===== config.mk =====
export PLATFORM = sky130hd
export DESIGN_NAME = udp_ip_hdr_tx
export DESIGN_NICKNAME = d
export VERILOG_FILES = /design/src/rtl/udp_ip_hdr_tx.sv
export SDC_FILE = /design/constraint.sdc
export NUM_CORES = 1
export LEC_CHECK = 0
export ABC_AREA = 1
export CELL_PAD_IN_SITES_DETAIL_PLACEMENT = 1
export CELL_PAD_IN_SITES_GLOBAL_PLACEMENT = 1
export CORE_MARGIN = 2
export CORE_UTILIZATION = 44
export CTS_CLUSTER_DIAMETER = 30
export DETAILED_ROUTE_END_ITERATION = 8
export GPL_ROUTABILITY_DRIVEN = 0
export GPL_TIMING_DRIVEN = 0
export HOLD_SLACK_MARGIN = 0.1
export PLACE_DENSITY = 0.88
export SETUP_SLACK_MARGIN = 0.02
export SYNTH_ARGS = -nofsm -noshare
export SYNTH_HDL_FRONTEND = slang
export SYNTH_SLANG_ARGS = --single-unit

===== constraint.sdc =====
create_clock -name clk -period 9.8 [get_ports clk]
set_input_delay 0.98 -clock clk [delete_from_list [all_inputs] [get_ports clk]]
set_output_delay 0.98 -clock clk [all_outputs]
set_load 0.05 [all_outputs]

===== src/rtl/udp_ip_hdr_tx.sv =====
`default_nettype none
// ============================================================================
// Module  : udp_ip_hdr_tx
// Purpose : Serialises an IPv4 + UDP (or UDP-only) header as N-bit beats.
// Revision: 1.0
// ============================================================================
module udp_ip_hdr_tx #(
  parameter int         N        = 4,
  parameter bit         IP_EN    = 1'b1,
  parameter bit         CKSUM_EN = 1'b1,
  parameter logic [7:0] TTL      = 8'd64
) (
  input  logic          clk,
  input  logic          rst,
  input  logic          axiiv,
  input  logic [15:0]   src_port_in,
  input  logic [15:0]   dst_port_in,
  input  logic [15:0]   data_length_in,
  input  logic [15:0]   data_checksum_in,
  input  logic [31:0]   src_ip_in,
  input  logic [31:0]   dst_ip_in,
  input  logic          axi_ready,
  output logic          axiov,
  output logic [N-1:0]  axiod,
  output logic          axi_last,
  output logic          busy
);

  localparam int         HDR_W    = 224;
  localparam logic [7:0] IP_LAST  = 8'(160 / N - 1);
  localparam logic [7:0] UDP_LAST = 8'(64 / N - 1);

  localparam logic [1:0] S_IDLE    = 2'd0;
  localparam logic [1:0] S_IP_HDR  = 2'd1;
  localparam logic [1:0] S_UDP_HDR = 2'd2;

  logic [1:0]       state_q, state_d;
  logic [7:0]       cnt_q, cnt_d;
  logic [HDR_W-1:0] sh_q, sh_d;
  logic [15:0]      id_q, id_d;

  logic [15:0]      w_ip_len, w_udp_len, w_ip_ck, w_udp_fold, w_udp_ck;
  logic [19:0]      w_ip_sum, w_udp_sum;
  logic [159:0]     w_ip_hdr;
  logic [63:0]      w_udp_hdr;
  logic [HDR_W-1:0] w_load;

  function automatic logic [19:0] zx(input logic [15:0] x);
    return {4'd0, x};
  endfunction

  // Two folds suffice: ten 16-bit words never exceed 20 bits.
  function automatic logic [15:0] oc_fold(input logic [19:0] s);
    logic [16:0] t;
    t = {1'b0, s[15:0]} + {13'd0, s[19:16]};
    return t[15:0] + {15'd0, t[16]};
  endfunction

  always_comb begin
    w_ip_len   = data_length_in + 16'd28;
    w_udp_len  = data_length_in + 16'd8;
    w_ip_sum   = zx(16'h4500) + zx(w_ip_len) + zx(id_q) + zx(16'h4000)
               + zx({TTL, 8'h11})
               + zx(src_ip_in[31:16]) + zx(src_ip_in[15:0])
               + zx(dst_ip_in[31:16]) + zx(dst_ip_in[15:0]);
    w_ip_ck    = ~oc_fold(w_ip_sum);
    w_udp_sum  = zx(src_ip_in[31:16]) + zx(src_ip_in[15:0])
               + zx(dst_ip_in[31:16]) + zx(dst_ip_in[15:0])
               + zx(16'h0011) + zx(w_udp_len) + zx(w_udp_len)
               + zx(src_port_in) + zx(dst_port_in) + zx(data_checksum_in);
    w_udp_fold = ~oc_fold(w_udp_sum);
    // A computed zero is sent as all-ones; zero on the wire means "no checksum".
    if (!CKSUM_EN)
      w_udp_ck = 16'h0000;
    else if (w_udp_fold == 16'h0000)
      w_udp_ck = 16'hFFFF;
    else
      w_udp_ck = w_udp_fold;
    w_ip_hdr   = {16'h4500, w_ip_len, id_q, 16'h4000, TTL, 8'h11, w_ip_ck,
                  src_ip_in, dst_ip_in};
    w_udp_hdr  = {src_port_in, dst_port_in, w_udp_len, w_udp_ck};
    w_load     = IP_EN ? {w_ip_hdr, w_udp_hdr} : {w_udp_hdr, 160'd0};
  end

  always_comb begin
    state_d = state_q;
    cnt_d   = cnt_q;
    sh_d    = sh_q;
    id_d    = id_q;
    case (state_q)
      S_IDLE: begin
        if (axiiv) begin
          state_d = IP_EN ? S_IP_HDR : S_UDP_HDR;
          cnt_d   = 8'd0;
          sh_d    = w_load;
        end
      end
      S_IP_HDR: begin
        if (axi_ready) begin
          sh_d = sh_q << N;
          if (cnt_q == IP_LAST) begin
            state_d = S_UDP_HDR;
            cnt_d   = 8'd0;
          end else begin
            cnt_d = cnt_q + 8'd1;
          end
        end
      end
      S_UDP_HDR: begin
        if (axi_ready) begin
          sh_d = sh_q << N;
          if (cnt_q == UDP_LAST) begin
            state_d = S_IDLE;
            cnt_d   = 8'd0;
            if (IP_EN) id_d = id_q + 16'd1;
          end else begin
            cnt_d = cnt_q + 8'd1;
          end
        end
      end
      default: state_d = S_IDLE;
    endcase
  end

  always_ff @(posedge clk) begin
    if (rst) begin
      state_q <= S_IDLE;
      cnt_q   <= 8'd0;
      sh_q    <= '0;
      id_q    <= 16'd0;
    end else begin
      state_q <= state_d;
      cnt_q   <= cnt_d;
      sh_q    <= sh_d;
      id_q    <= id_d;
    end
  end

  // The shift register drains to zero, so axiod reads 0 whenever idle.
  assign axiov    = (state_q != S_IDLE);
  assign busy     = (state_q != S_IDLE);
  assign axi_last = (state_q == S_UDP_HDR) && (cnt_q == UDP_LAST);
  assign axiod    = sh_q[HDR_W-1 -: N];

endmodule
`default_nettype wire


==> out/metrics.cfg, run 1 <==
[run_status]
status = aborted with a tool error
haltStage = global routing
first-error = [ERROR GRT-0232] Routing congestion too high. Check the congestion heatmap in the GUI.

[placement]
dp_hpwl_mm = 59.0
placed_area_um2 = 20500
port-buffer-count = 137
dp_cells = 3196

[timing]
worst_endpoint = sh_q[10]$_SDFFE_PP0P_/D
worstEndpointType = register input

[synthesis]
ys_seq_area_frac = 0.271
muxShareOfSynthArea = 0
synthesis.nets = 2897
yosys.area_share.simple = 0.212
netlist_area_um2 = 18500
yosys_warnings = 0
synth_edf_count = 0
synthFlopType = dfxtp_1
synth_top_family_by_area = adder cells
synth-xor-area-share = 0.0175
synth-seq-cells = 250
syn_area_per_cell_um2 = 7.33
synth.distinct_cells = 41
synth_fa_ha_area_frac = 0.227
syn_inst = 2520
synth-compound-area-share = 0.161
async_flop_share = 0

[global_routing]
grt_max_degree = 12
antenna_found_initial = 31
grt-ovfl-total = 220
grt.total_usage = 0.812

[floorplanning]
die_h_um = 209
rows = 75
io_pins = 139
fp.dieW_um = 209
start_util = 0.443

[clock_network]
clkSinkCount = 250
clock_tree.root_cell = clkbuf_16
cts_made_buffers = 66
clk_path_buf_depth = 3
h-tree-depth = 3

==> repair_timing <==
action	CTS
endpoints found under the setup margin	30
hold buffers	0
pin swaps	13
gates resized for setup	71
buffers inserted	16
==> Yosys cell counts (2+ instances only) <==
library cell    n  area, um^2
buf_4           5        37.5
and3_1          2        12.5
nor3_2          4        40.0
a31oi_1       122         763
nand3_1        98         490
dfxtp_1       250        5000
buf_1           5        18.8
o22ai_1         5        31.3
o21bai_1       14         105
xor2_1         29         254
nand4_1        25         156
nor2_2          6        37.5
clkbuf_1      105         394
nand2_1       619        2320
ha_1           94        1180
xnor2_1         6        52.6
nand3b_1        4        30.0
o221ai_1        2        17.5
fa_1          151        3020
inv_2           3        11.3
nand2_2        20         125
inv_1         422        1580
a21oi_1       110         551
a211oi_1       14         105
nor4_1          4        25.0
o21ai_1         4        20.0
a221oi_1       32         280
o211ai_1       13        97.6
buf_6           2        22.5
nor2_1        133         499
or2_2           5        31.3
a21oi_2        11        96.3
nor3_1         13        65.1
o21ai_0       175         876
nand3_2         4        40.0
o21a_1          3        22.5
nor3b_1         2        15.0
==> cells by family after synthesis <==
logic type	count (synthesis)
DFF	250
adders and majority gates	245
AOI/OAI and AO/OA	505
and+or+nand+nor	941
buffers and inverters	543
xor gates and xnor gates	36
==> layer usage <==
layer / overflow / global-route usage
met3: 17 / 0.730
met1: 10 / 0.793
met2: 91 / 0.923
met4: 102 / 0.814
met5: 0 / 0.566
==> through the flow <==
stage                     setup slack (ns)  hold WS, ns
after CTS                          0.00121        0.471
after detailed placement             -1.39        0.456
after global placement              -0.782        0.449
after floorplan                       1.24        0.430
==> run 2: changes to the inputs <==
==> config.mk (replaced) <==
export PLATFORM = sky130hd
export DESIGN_NAME = udp_ip_hdr_tx
export DESIGN_NICKNAME = d
export VERILOG_FILES = /design/src/rtl/udp_ip_hdr_tx.sv
export SDC_FILE = /design/constraint.sdc
export NUM_CORES = 1
export LEC_CHECK = 0
export ABC_AREA = 1
export CORE_MARGIN = 2
export CORE_UTILIZATION = 40
export DETAILED_ROUTE_END_ITERATION = 8
export GPL_ROUTABILITY_DRIVEN = 0
export GPL_TIMING_DRIVEN = 0
export PLACE_DENSITY_LB_ADDON = 0.15
export SYNTH_ARGS = -nofsm -noshare
export SYNTH_HDL_FRONTEND = slang
export SYNTH_SLANG_ARGS = --single-unit
==> out/metrics.cfg, run 2 <==
[run_status]
status = finished clean  ; was aborted with a tool error

[layout]
final_layout_size_suffix_gt1_frac = 0.0610
largest_reg_flops = 224
multi_input_area_um2 = 11600
layout_common_cells = 617 x nand2_1, 414 x inv_1, 250 x dfxtp_1
area_growth_pct = 18.3
largestRegisters = sh_q (224), id_q (16), cnt_q (8)
nets = 3076
final_cells = 3321
fill_cells = 4602
design_area_um2 = 21900
antennaDiodeCount = 0
final-seq-area_um2 = 5000
largest-register = sh_q
final_common_cell = nand2_1

[timing]
report.final.slew_viol_count = 0
final.period_utilization = 0.931
worst_slew_margin_rel = 0.311
hold_viol = 0
fin_tns_setup_ns = 0
finalCriticalPeriod_ns = 9.13
worst_pin_slew_ns = 1.03
skew_ns = 0.0420
setup_viol = 0
clock.fmax_mhz = 110

[placement]
port-buffer-count = 137  ; unchanged
dp_cells = 3257  ; was 3196
placed_area_um2 = 20600  ; was 20500 um^2
dp_hpwl_mm = 52.0  ; was 59.0 mm

[setup_path]
r2r.worst_path.cells = 46
cp.required_ns = 10.23
r2r_setup_slack_ns = 1.78
start_kind = primary input
critPathTopFamily = simple AND/OR/NAND/NOR gates
crit_buf_inv = 10
arrival_ns = 9.56
path_max_fanout = 6
max_stage_delay_ns = 0.52
crit_cells = 55
worst_path_most_repeated_cell = nand2_1
crit_type = primary input to flop
endpoint_kind = flop
cpMaxStageDelayCell = fa_1

[clock_network]
cts_made_buffers = 30  ; was 66
clkTransAtPathRegs_ns = 0.06
clock_latency_ns = 0.60
h-tree-depth = 1  ; was 3
clock_tree.root_cell = clkbuf_16  ; unchanged
clk_path_buf_depth = 3  ; unchanged
cts_tree = built
clkSinkCount = 250  ; unchanged
holdBufCountCts = 0  ; unchanged

[worst_hold_path]
hold_path_class = flop to flop
whs_path_depth = 2

[detailed_routing]
wirelength_mm = 64.8
routed_via_density = 5.33
drcViolationCount = 0
first_pass_iters = 6
first_iter_violations = 1707
detailroute.via_count = 17700
drt-wirelength-per-cell_um = 19.5
ant_nets = 0

[synthesis]
async_flop_share = 0  ; unchanged
ys_seq_area_frac = 0.271  ; unchanged
synth_top_area_share = 0.271  ; unchanged
netlist_area_um2 = 18500  ; unchanged
syn_inst = 2520  ; unchanged
synth_edf_count = 0  ; unchanged
synthFlopType = dfxtp_1  ; unchanged
synth-seq-cells = 250  ; unchanged
yosys-top-cells-count = 619 x nand2_1, 422 x inv_1, 250 x dfxtp_1  ; unchanged
synth.distinct_cells = 41  ; unchanged
synthesis.nets = 2897  ; unchanged
synth_area_leaders = dfxtp_1 27%, fa_1 16%, nand2_1 13%  ; unchanged
synth_top_area_cell = dfxtp_1  ; unchanged
yosys_warnings = 0  ; unchanged
syn_area_per_cell_um2 = 7.33  ; unchanged
synth_most_common_cell = nand2_1  ; unchanged

[floorplanning]
die_h_um = 219  ; was 209 um
fp.dieW_um = 219  ; was 209 um
start_util = 0.406  ; was 0.443
dieArea_um2 = 47900
io_pins = 139  ; unchanged
rows = 78  ; was 75
core_area_um2 = 45500

[global_routing]
grt_max_degree = 15
grt_pass1_wl_mm = 99.6
grt_pass1_vias = 17200
grt.total_usage = 0.272
grt-ovfl-total = 0
antenna_found_initial = 0

[run]
drv_cap = 0

==> run 2: cell counts after synthesis <==
Identical to the previous run, type by type.
==> run 2: tightest hold or removal path: cells and delay by family (launching register included) <==
kind | cells | cell delay (ns)
AOI/OAI and AO/OA | 1 | 0.06
DFF | 1 | 0.29
buffers and inverters | 1 | 0.06
==> run 2: through the flow <==
step           utilization  setup WS, ns  hold slack (ns)
6_report             0.481         0.673            0.458
2_1_floorplan            -          1.24            0.430
3_5_place_dp         0.453        -0.854            0.450
3_3_place_gp         0.453        -0.799            0.450
5_1_grt              0.481      -0.00969            0.478
4_1_cts              0.475        0.0148            0.460
==> run 2: area by class of cell <==
| cell class | instances | share of cell area |
|---|---|---|
| well taps | 600 | 0.0344 |
| multi-input cells | 1727 | 0.530 |
| plain buffers | 117 | 0.0219 |
| clock buffers | 44 | 0.0396 |
| repair buffers | 147 | 0.0665 |
| inverters | 426 | 0.0733 |
| flip-flops and latches | 250 | 0.229 |
| clock inverters | 10 | 0.00515 |
==> run 2: path summary, 6_finish.rpt <==
check | to | from
min | sh_q[223] | sh_q[219]
max reg2reg | sh_q[142] | id_q[4]
max | sh_q[142] | data_length_in[3]
min reg2reg | sh_q[223] | sh_q[219]
==> run 2: kinds of logic after synthesis <==
logic type	Yosys count	share of synthesized area
buffers and inverters	543	0.112
XOR/XNOR	36	0.0175
adder cells (fa/ha/maj)	245	0.227
AND/OR/NAND/NOR	941	0.212
AO/OA/AOI/OAI	505	0.161
flip-flops	250	0.271
==> run 2: routing by layer <==
metal  wire length [um]  GRT usage  share of wire  vias up
met5                  0          0              0        -
met4               2510     0.0937          0.039        0
met3               4780     0.0323          0.074      129
met2              29100      0.437           0.45      728
met1              28500      0.378           0.44     8382
li1                   -          -              -     8457
==> run 2: repair_timing <==
action,in CTS,in global routing
hold endpoints to repair,0,0
endpoints found under the setup margin,20,24
pin swaps,0,8
resized for setup,4,68
setup buffers,0,10
Power of run 2 is not shown: default switching activity piles up to over one toggle a cycle in this logic, so the estimate is an artifact.
